File: src/rtl/uart_pkg.sv
// -----------------------------------------------------------------------------
// uart_pkg
// Shared UART definitions: transmit FSM state encoding and fixed line levels
// used by the transmitter and its serializer.
// -----------------------------------------------------------------------------
package uart_pkg;

    typedef enum logic [2:0] {
        IDLE   = 3'd0,
        START  = 3'd1,
        DATA   = 3'd2,
        PARITY = 3'd3,
        STOP   = 3'd4
    } tx_state_t;

    localparam logic START_BIT  = 1'b0;
    localparam logic STOP_BIT   = 1'b1;
    localparam logic IDLE_LEVEL = 1'b1;

    localparam logic PAR_EVEN   = 1'b0;
    localparam logic PAR_ODD    = 1'b1;

endpackage : uart_pkg

File: src/rtl/uart_tx_serializer.sv
// -----------------------------------------------------------------------------
// uart_tx_serializer
// Shift register plus bit counter feeding the UART transmit FSM.
//
// Ports
//   clk_i       in   1           TX bit clock
//   rst_ni      in   1           asynchronous active-low reset
//   load_i      in   1           capture data_i, restart the bit counter
//   shift_en_i  in   1           advance to the next data bit
//   data_i      in   DATA_WIDTH  parallel byte to serialise
//   ser_bit_o   out  1           bit the FSM puts on the line at the next edge
//   ser_done_o  out  1           the bit currently on the line is the last one
//
// The FSM registers TX_OUT one edge ahead, so ser_bit_o always presents the
// *next* bit: the register shifts as each bit is handed to the line. The
// counter is preloaded to all-ones so that the first shift (START -> DATA)
// wraps it to 0; while in DATA it then equals the index of the bit on the line.
// -----------------------------------------------------------------------------
module uart_tx_serializer #(
    parameter int DATA_WIDTH = 8
) (
    input  logic                  clk_i,
    input  logic                  rst_ni,
    input  logic                  load_i,
    input  logic                  shift_en_i,
    input  logic [DATA_WIDTH-1:0] data_i,
    output logic                  ser_bit_o,
    output logic                  ser_done_o
);

    localparam int CW = $clog2(DATA_WIDTH);

    logic [DATA_WIDTH-1:0] shreg_q;
    logic [CW-1:0]         cnt_q;

    always_ff @(posedge clk_i or negedge rst_ni) begin
        if (!rst_ni) begin
            shreg_q <= '0;
            cnt_q   <= '0;
        end else if (load_i) begin
            shreg_q <= data_i;
            cnt_q   <= '1;
        end else if (shift_en_i) begin
            shreg_q <= shreg_q >> 1;
            cnt_q   <= cnt_q + CW'(1);
        end
    end

    assign ser_bit_o  = shreg_q[0];
    assign ser_done_o = (cnt_q == CW'(DATA_WIDTH - 1));

endmodule : uart_tx_serializer

File: src/rtl/uart_tx_frame.sv
// -----------------------------------------------------------------------------
// uart_tx_frame
// UART transmitter: one bit per CLK, frame = start, DATA_WIDTH data bits
// (LSB first), optional parity, stop. Back-to-back frames when Data_Valid is
// present at the stop-bit exit.
//
// Ports
//   CLK         in   1           TX bit clock
//   RST         in   1           asynchronous active-low reset
//   P_DATA      in   DATA_WIDTH  parallel data, sampled when a frame is accepted
//   Data_Valid  in   1           send request (pulse or level)
//   PAR_EN      in   1           insert parity bit (sampled with P_DATA)
//   PAR_TYP     in   1           0 even, 1 odd parity (sampled with P_DATA)
//   TX_OUT      out  1           serial line, idles high, registered
//   Busy        out  1           high for every cycle of a frame, registered
// -----------------------------------------------------------------------------
module uart_tx_frame
    import uart_pkg::*;
#(
    parameter int DATA_WIDTH = 8
) (
    input  logic                  CLK,
    input  logic                  RST,
    input  logic [DATA_WIDTH-1:0] P_DATA,
    input  logic                  Data_Valid,
    input  logic                  PAR_EN,
    input  logic                  PAR_TYP,
    output logic                  TX_OUT,
    output logic                  Busy
);

    tx_state_t             state_q, state_d;
    logic                  tx_out_q, tx_out_d;
    logic                  busy_q, busy_d;
    logic [DATA_WIDTH-1:0] data_q;
    logic                  par_en_q;
    logic                  par_typ_q;

    logic                  load;
    logic                  shift_en;
    logic                  ser_bit;
    logic                  ser_done;
    logic                  par_bit;

    uart_tx_serializer #(
        .DATA_WIDTH (DATA_WIDTH)
    ) u_ser (
        .clk_i      (CLK),
        .rst_ni     (RST),
        .load_i     (load),
        .shift_en_i (shift_en),
        .data_i     (P_DATA),
        .ser_bit_o  (ser_bit),
        .ser_done_o (ser_done)
    );

    // Parity always comes from the byte captured at accept time.
    assign par_bit = (par_typ_q == PAR_ODD) ? ~^data_q : ^data_q;

    // Outputs are registered from the next-state decision, so every line
    // level appears at the same edge that enters the corresponding state.
    always_comb begin
        state_d  = state_q;
        tx_out_d = IDLE_LEVEL;
        busy_d   = 1'b1;
        load     = 1'b0;
        shift_en = 1'b0;
        case (state_q)
            IDLE: begin
                busy_d = 1'b0;
                if (Data_Valid) begin
                    load     = 1'b1;
                    state_d  = START;
                    tx_out_d = START_BIT;
                    busy_d   = 1'b1;
                end
            end
            START: begin
                state_d  = DATA;
                tx_out_d = ser_bit;
                shift_en = 1'b1;
            end
            DATA: begin
                if (!ser_done) begin
                    tx_out_d = ser_bit;
                    shift_en = 1'b1;
                end else if (par_en_q) begin
                    state_d  = PARITY;
                    tx_out_d = par_bit;
                end else begin
                    state_d  = STOP;
                    tx_out_d = STOP_BIT;
                end
            end
            PARITY: begin
                state_d  = STOP;
                tx_out_d = STOP_BIT;
            end
            STOP: begin
                if (Data_Valid) begin
                    load     = 1'b1;
                    state_d  = START;
                    tx_out_d = START_BIT;
                end else begin
                    state_d  = IDLE;
                    tx_out_d = IDLE_LEVEL;
                    busy_d   = 1'b0;
                end
            end
            default: begin
                state_d = IDLE;
                busy_d  = 1'b0;
            end
        endcase
    end

    always_ff @(posedge CLK or negedge RST) begin
        if (!RST) begin
            state_q   <= IDLE;
            tx_out_q  <= IDLE_LEVEL;
            busy_q    <= 1'b0;
            data_q    <= '0;
            par_en_q  <= 1'b0;
            par_typ_q <= PAR_EVEN;
        end else begin
            state_q  <= state_d;
            tx_out_q <= tx_out_d;
            busy_q   <= busy_d;
            if (load) begin
                data_q    <= P_DATA;
                par_en_q  <= PAR_EN;
                par_typ_q <= PAR_TYP;
            end
        end
    end

    assign TX_OUT = tx_out_q;
    assign Busy   = busy_q;

endmodule : uart_tx_frame
File: config.mk
export PLATFORM = sky130hd
export DESIGN_NAME = uart_tx_frame
export DESIGN_NICKNAME = d
export VERILOG_FILES = /design/src/rtl/uart_pkg.sv /design/src/rtl/uart_tx_serializer.sv /design/src/rtl/uart_tx_frame.sv
export SDC_FILE = /design/constraint.sdc
export NUM_CORES = 1
export LEC_CHECK = 0
export ABC_AREA = 1
export CORE_MARGIN = 4
export CORE_UTILIZATION = 45
export CTS_BUF_LIST = sky130_fd_sc_hd__clkbuf_4 sky130_fd_sc_hd__clkbuf_8
export DETAILED_ROUTE_END_ITERATION = 8
export GPL_TIMING_DRIVEN = 0
export MAX_ROUTING_LAYER = met4
export PLACE_DENSITY = 0.72
export SLEW_MARGIN = 20
export SYNTH_ARGS = -nofsm -noshare
export SYNTH_HDL_FRONTEND = slang
export SYNTH_SLANG_ARGS = --single-unit
File: constraint.sdc
create_clock -name CLK -period 3.4 [get_ports CLK]
set_clock_uncertainty 0.2 [all_clocks]
set_input_delay 1.02 -clock CLK [delete_from_list [all_inputs] [get_ports CLK]]
set_output_delay 1.02 -clock CLK [all_outputs]
set_load 0.01 [all_outputs]
==> impl_metrics.tcl, run 1 <==
set metrics [dict create \
    cts_setup_buffers 0 \
    busiest_layer "met2" \
    r2r_setup_slack_ps 1680 \
    timing.final.crit_share_pct 76.1 \
    timing.fmax_ghz 0.386 \
    cap_violations 0 \
    power_density_nw_per_um2 959 \
    path_class "flop to primary output" \
    drcViolationCount 0 \
    start_util_pct 48.0 \
    rsz0062_at_grt "false" \
    critPathCaptureType "primary output" \
    ctsHoldBuffers 0 \
    fp.dieW_um 62.7 \
    grt_pass1_vias 1008 \
    ant_nets 0 \
    synth_fp_nets 179 \
    row_count 19 \
    wire_per_inst_um 11.1 \
    synth_cell_types 27 \
    crit_path_max_incr_delay_ps 540 \
    grt_max_degree 27 \
    drt_pass1_iterations 4 \
    ys_top_cells_by_area "dfrtp_1 46%, nand2_1 13%, inv_1 6.4%, o21ai_0 5.9%, o21ai_2 4.6%" \
    nets 198 \
    core_area_um2 2810 \
    period_needed_ps 2590 \
    cts-resized-gates 0 \
    internal_power_w 0.000842 \
    arrival_ps 1370 \
    maxSlewHeadroom_pct 62.1 \
    cts_made_buffers 3 \
    path_cells "clkdlybuf4s50_1" \
    ys_ff_latch 26 \
    crit_path_start_kind "flop" \
    clockBufferDepth 2 \
    track_usage_pct 13.7 \
    grt_pass1_wl_mm 4.22 \
    die_h_um 62.7 \
    clockRootBuffer "clkbuf_4" \
    final_cell_area_um2 1560 \
    fin_util_pct 55.5 \
    area_growth_pct 15.6 \
    netlist_area_um2 1350 \
    crit_buf_inv 1 \
    cts_tree "built" \
    drt_iter0_drc 30 \
    hpwl_mm 1.85 \
    dieArea_um2 3930 \
    ys.flop_type "dfrtp_1" \
    insertion_delay_ps 310 \
    synth.most_common_cell "nand2_1" \
    cp_max_fo 1 \
    critPathRequiredTime_ps 2180 \
    synth_common_cells "47 x nand2_1, 25 x dfrtp_1, 23 x inv_1, 16 x o21ai_0, 12 x nor2_1" \
    yosys.area.top_type "dfrtp_1" \
    clock_sinks 26 \
    seqPwrFrac_pct 35.7 \
    io_buffer_count 14 \
    irDropWorstVdd_v 0.000406 \
    syn_area_per_cell_um2 8.21 \
    antenna_cells 0 \
    crit_family "flip-flops" \
    async_flop_share_pct 100 \
    switchingPower_w 0.000652 \
    switching_share_pct 43.6 \
    r2r-start "u_ser.cnt_q[0]" \
    vias 1028 \
    dpl.cell_count 209 \
    path_clk_slew_ps 140 \
    leakage_nw 0.767 \
    wl_mm 2.36 \
    grt_util_met1_pct 17.5 \
    synth-edff-count 0 \
    place_area_um2 1520 \
    slowest_stage "dfstp_2" \
    layout-drive-gt1-share_pct 15.9 \
    finalMaxSlewViolations 0 \
    hold_end "data_q[6]" \
    overflow 0 \
    synth-warning-count 0 \
    gp_congestion 0.829 \
    worstHoldPathType "flop to flop" \
    reg2reg_to "u_ser.shreg_q[6]" \
    worstMarginPinSlew_ps 568 \
    whs_path_depth 2 \
    synth_seq_area_share_pct 48.4 \
    power.total_w 0.00149 \
    gr-usage-met3_pct 2.70 \
    viasPerCell 4.83 \
    p_clk_share_pct 10.2 \
    synth_cells 164 \
    outcome "finished clean" \
    finalSetupTns_ps 0 \
    grt_antenna_before_repair 0 \
    hold_viol 0 \
    ios 15 \
    yosysTopAreaCellShare_pct 46.5 \
    ff2ff_path_depth 8 \
    setup_violations 0 \
    grt.met2_usage_pct 22.5 \
    htree_levels 1 \
    worstHoldStart "data_q[6]" \
    fin_cells 213 \
    combPwrFrac_pct 54.1 \
]
==> layout by cell type, fill, tap and decap left out <==
| cell | instances |
|---|---|
| o21ai_1 | 3 |
| a31oi_1 | 1 |
| nor3_1 | 1 |
| clkbuf_4 | 3 |
| nand2_2 | 3 |
| buf_2 | 2 |
| or2_1 | 1 |
| xnor2_1 | 1 |
| nor3_2 | 1 |
| a21oi_1 | 1 |
| o21ai_2 | 7 |
| ha_1 | 2 |
| nand3b_1 | 1 |
| nor2_1 | 12 |
| nor2_4 | 2 |
| dfstp_2 | 1 |
| buf_4 | 1 |
| inv_2 | 2 |
| clkdlybuf4s50_1 | 13 |
| o21ai_0 | 16 |
| buf_8 | 1 |
| o31ai_1 | 1 |
| o22ai_2 | 1 |
| nor2_2 | 2 |
| nand2_4 | 2 |
| nand3_1 | 5 |
| dfrtp_1 | 25 |
| inv_1 | 23 |
| nand2_1 | 47 |
| clkbuf_8 | 1 |
==> metrics by stage <==
step	setup WS [ps]	hold slack (ps)
after floorplan	1480	262
after global placement	815	283
after detailed placement	823	296
after CTS	794	330
after global routing	752	351
final	813	320
==> flip-flops by register name, indices dropped and copies added (netlist names) <==
name,cells
u_ser.cnt_q,3
state_q,3
u_ser.shreg_q,8
Busy,1
data_q,8
TX_OUT,1
par_typ_q,1
par_en_q,1
==> area by class of cell <==
cell class,instances,area [um2]
clock buffers,4,36.3
multi-input cells,110,573
plain buffers,3,27.5
fillers,275,1250
well taps,31,38.8
inverters,25,93.8
repair buffers,14,135
flip-flops and latches,26,652
==> power groups by stage <==
stage / clock network (W) / registers, W / logic (W)
2_1_floorplan: 0 / 0.000532 / 0.000647
4_1_cts: 0.000163 / 0.000532 / 0.000819
6_report: 0.000153 / 0.000533 / 0.000807
5_1_grt: 0.000174 / 0.000552 / 0.000929
3_5_place_dp: 0 / 0.000540 / 0.000815
3_3_place_gp: 0 / 0.000532 / 0.000785
==> per-layer routing <==
layer	part of all wire, %	wire length, um
met4	0.55	13
met2	48	1130
met5	0	0
met1	50	1170
met3	1.9	45
==> how the worst max path moves through the flow <==
stage	start	endpoint	slack [ps]	cells past startpoint
after floorplan	Data_Valid	u_ser.shreg_q[5]	1480	7
after global routing	TX_OUT	TX_OUT	750	1
after global placement	RST	Busy	810	1
final	TX_OUT	TX_OUT	810	1
after detailed placement	Data_Valid	u_ser.shreg_q[5]	820	8
after CTS	TX_OUT	TX_OUT	790	1
==> cell families (layout without fill, tap and decap cells) <==
family / after synthesis / count (layout) / synth area share [%]
AOI/OAI and AO/OA: 30 / 30 / 13.9
and+or+nand+nor: 77 / 77 / 26.1
xor gates and xnor gates: 1 / 1 / 0.651
buffers and inverters: 28 / 46 / 9.01
DFF: 26 / 26 / 48.4
adders and majority gates: 2 / 2 / 1.86
(Power assumes the default switching activity.)
==> run 2, diff against run 1 <==
==> constraint.sdc (replaced) <==
create_clock -name CLK -period 2.7 [get_ports CLK]
set_clock_uncertainty 0.2 [all_clocks]
set_input_delay 0.81 -clock CLK [delete_from_list [all_inputs] [get_ports CLK]]
set_output_delay 0.81 -clock CLK [all_outputs]
set_load 0.01 [all_outputs]
==> results of run 2 <==
Same layout as run 1 (identical final DEF). Status: finished clean.
Among the figures that moved: setup slack after placement 823 ps -> 333 ps; setup slack after layout 813 ps -> 323 ps; hold slack 320 ps -> 271 ps; register-to-register setup slack 1680 ps -> 980 ps; total power 0.00149 W -> 0.00188 W; worst IR drop on VDD 0.000406 V -> 0.000512 V
==> run 3, diff against run 2 <==
--- a/config.mk
+++ b/config.mk
@@ -8,12 +8,12 @@
 export ABC_AREA = 1
 export CORE_MARGIN = 4
 export CORE_UTILIZATION = 45
-export CTS_BUF_LIST = sky130_fd_sc_hd__clkbuf_4 sky130_fd_sc_hd__clkbuf_8
+export CTS_BUF_LIST = sky130_fd_sc_hd__clkbuf_4 sky130_fd_sc_hd__clkbuf_8 sky130_fd_sc_hd__clkbuf_16
 export DETAILED_ROUTE_END_ITERATION = 8
 export GPL_TIMING_DRIVEN = 0
 export MAX_ROUTING_LAYER = met4
 export PLACE_DENSITY = 0.72
-export SLEW_MARGIN = 20
+export SLEW_MARGIN = 5
 export SYNTH_ARGS = -nofsm -noshare
 export SYNTH_HDL_FRONTEND = slang
 export SYNTH_SLANG_ARGS = --single-unit
==> run 3 against run 2 <==
  * Flip-flop and latch count unchanged
  * Global-route usage about the same
  * Worst setup slack got worse by 6.5 ps
  * Worst hold slack improved by 50 ps
  * Wire length increased by 0.59%
  * Non-clock buffer count unchanged
  * Sequential share of layout area decreased by 0.13 points
  * Critical path depth unchanged
  * Final cell count unchanged
  * Largest power group unchanged
==> impl_metrics.tcl, run 3 (synthesis results as in run 1) <==
set metrics [dict create \
    outcome "finished clean" \
    switching_share_pct 43.7 \
    crit_family "flip-flops" \
    drt_pass1_iterations 4 \
    ctsHoldBuffers 0 \
    wl_mm 2.38 \
    most-common-layout-cells "47 x nand2_1, 25 x dfrtp_1, 23 x inv_1, 16 x o21ai_0, 14 x clkdlybuf4s50_1" \
    power_density_nw_per_um2 1210 \
    leakage_nw 0.767 \
    fin_util_pct 55.7 \
    arrival_ps 1370 \
    path_class "flop to primary output" \
    cts_made_buffers 3 \
    layout-drive-gt1-share_pct 15.4 \
    finalMaxSlewViolations 0 \
    fp.dieW_um 62.7 \
    crit_buf_inv 1 \
    area_growth_pct 16.0 \
    wire_per_inst_um 11.2 \
    vias 1027 \
    grt_max_degree 27 \
    core_area_um2 2810 \
    dieArea_um2 3930 \
    cts_tree "built" \
    hpwl_mm 1.85 \
    layout_commonest_cell "nand2_1" \
    gp_congestion 0.829 \
    worstHoldPathType "flop to flop" \
    clock_sinks 26 \
    start_util_pct 48.0 \
    antenna_cells 0 \
    irDropWorstVdd_v 0.000511 \
    finalSetupTns_ps 0 \
    maxSlewHeadroom_pct 24.3 \
    worstMarginPinSlew_ps 1130 \
    grt_pass1_vias 1016 \
    setup_violations 0 \
    grt_antenna_before_repair 0 \
    clockBufferDepth 2 \
    track_usage_pct 13.7 \
    switchingPower_w 0.000822 \
    ios 15 \
    insertion_delay_ps 320 \
    die_h_um 62.7 \
    fill_cells 268 \
    drcViolationCount 0 \
    critPathCaptureType "primary output" \
    crit_path_start_kind "flop" \
    p_clk_share_pct 10.3 \
    ant_nets 0 \
    internal_power_w 0.00106 \
    htree_levels 1 \
    combPwrFrac_pct 54.1 \
    cp_max_fo 1 \
    path_clk_slew_ps 140 \
    seqPwrFrac_pct 35.6 \
    drt_iter0_drc 40 \
    cap_violations 0 \
    path_cells "clkdlybuf4s50_1" \
    viasPerCell 4.82 \
    timing.fmax_ghz 0.419 \
    nets 198 \
    holdWs_ps 321 \
    io_buffer_count 14 \
    crit_path_max_incr_delay_ps 540 \
    grt_pass1_wl_mm 4.23 \
    hold_viol 0 \
    slowest_stage "dfstp_2" \
    cts_setup_buffers 0 \
    cts-resized-gates 0 \
    timing.final.crit_share_pct 88.3 \
    overflow 0 \
    clockRootBuffer "clkbuf_4" \
    critPathRequiredTime_ps 1690 \
    top_regs "data_q x8, u_ser.shreg_q x8" \
    period_needed_ps 2380 \
    rsz0062_at_grt "false" \
    row_count 19 \
]
-- run 3: metrics by stage --
| step | std cells | total power (W) | setup WS, ps | area [um2] |
|---|---|---|---|---|
| 4_1_cts | 213 | 0.00191 | 302 | 1560 |
| 3_5_place_dp | 209 | 0.00171 | 276 | 1530 |
| 2_1_floorplan | 164 | 0.00148 | 994 | 1350 |
| 5_1_grt | 213 | 0.00209 | 262 | 1560 |
| 6_report | 213 | 0.00188 | 316 | 1560 |
| 3_3_place_gp | 209 | 0.00166 | 325 | 1530 |
-- run 3: cell type report --
class	count	area (um2)	area share [%]
inverter	25	93.8	6.01
buffer	3	27.5	1.76
timing repair buffer	14	140	8.97
tap	31	38.8	2.48
multi-input combinational	110	573	36.7
sequential	26	652	41.7
clock buffer	4	36.3	2.32
-- run 3: worst min-delay path, delay by kind of cell (launching register included) --
family / cells / cell delay, ps
flip-flops: 1 / 380
AND/OR/NAND/NOR: 2 / 120
-- run 3: per-layer routing --
metal	track usage, %	wire [um]	vias to the layer above
met5	-	0	-
met4	4.96	21	0
met3	1.62	44	2
met2	23.0	1130	8
met1	17.1	1180	465
li1	-	-	552
-- run 3: power groups by stage --
stage | Combinational (W) | Clock [W] | Sequential (W)
after floorplan | 0.000814 | 0 | 0.000670
after global placement | 0.000988 | 0 | 0.000670
after detailed placement | 0.00103 | 0 | 0.000680
after CTS | 0.00103 | 0.000203 | 0.000671
after global routing | 0.00118 | 0.000216 | 0.000696
final | 0.00102 | 0.000193 | 0.000670
-- run 3: worst paths after layout --
path                                start  slack (ps)               end  depth (start not counted)
setup / recovery                   TX_OUT         320            TX_OUT                          1
hold / removal                  data_q[6]         320         data_q[6]                          2
setup reg to reg           u_ser.cnt_q[0]         970  u_ser.shreg_q[7]                          7
hold reg to reg                 data_q[6]         320         data_q[6]                          2
max in group asynchronous             RST         740  u_ser.shreg_q[7]                          1
min in group asynchronous             RST         880         data_q[1]                          1
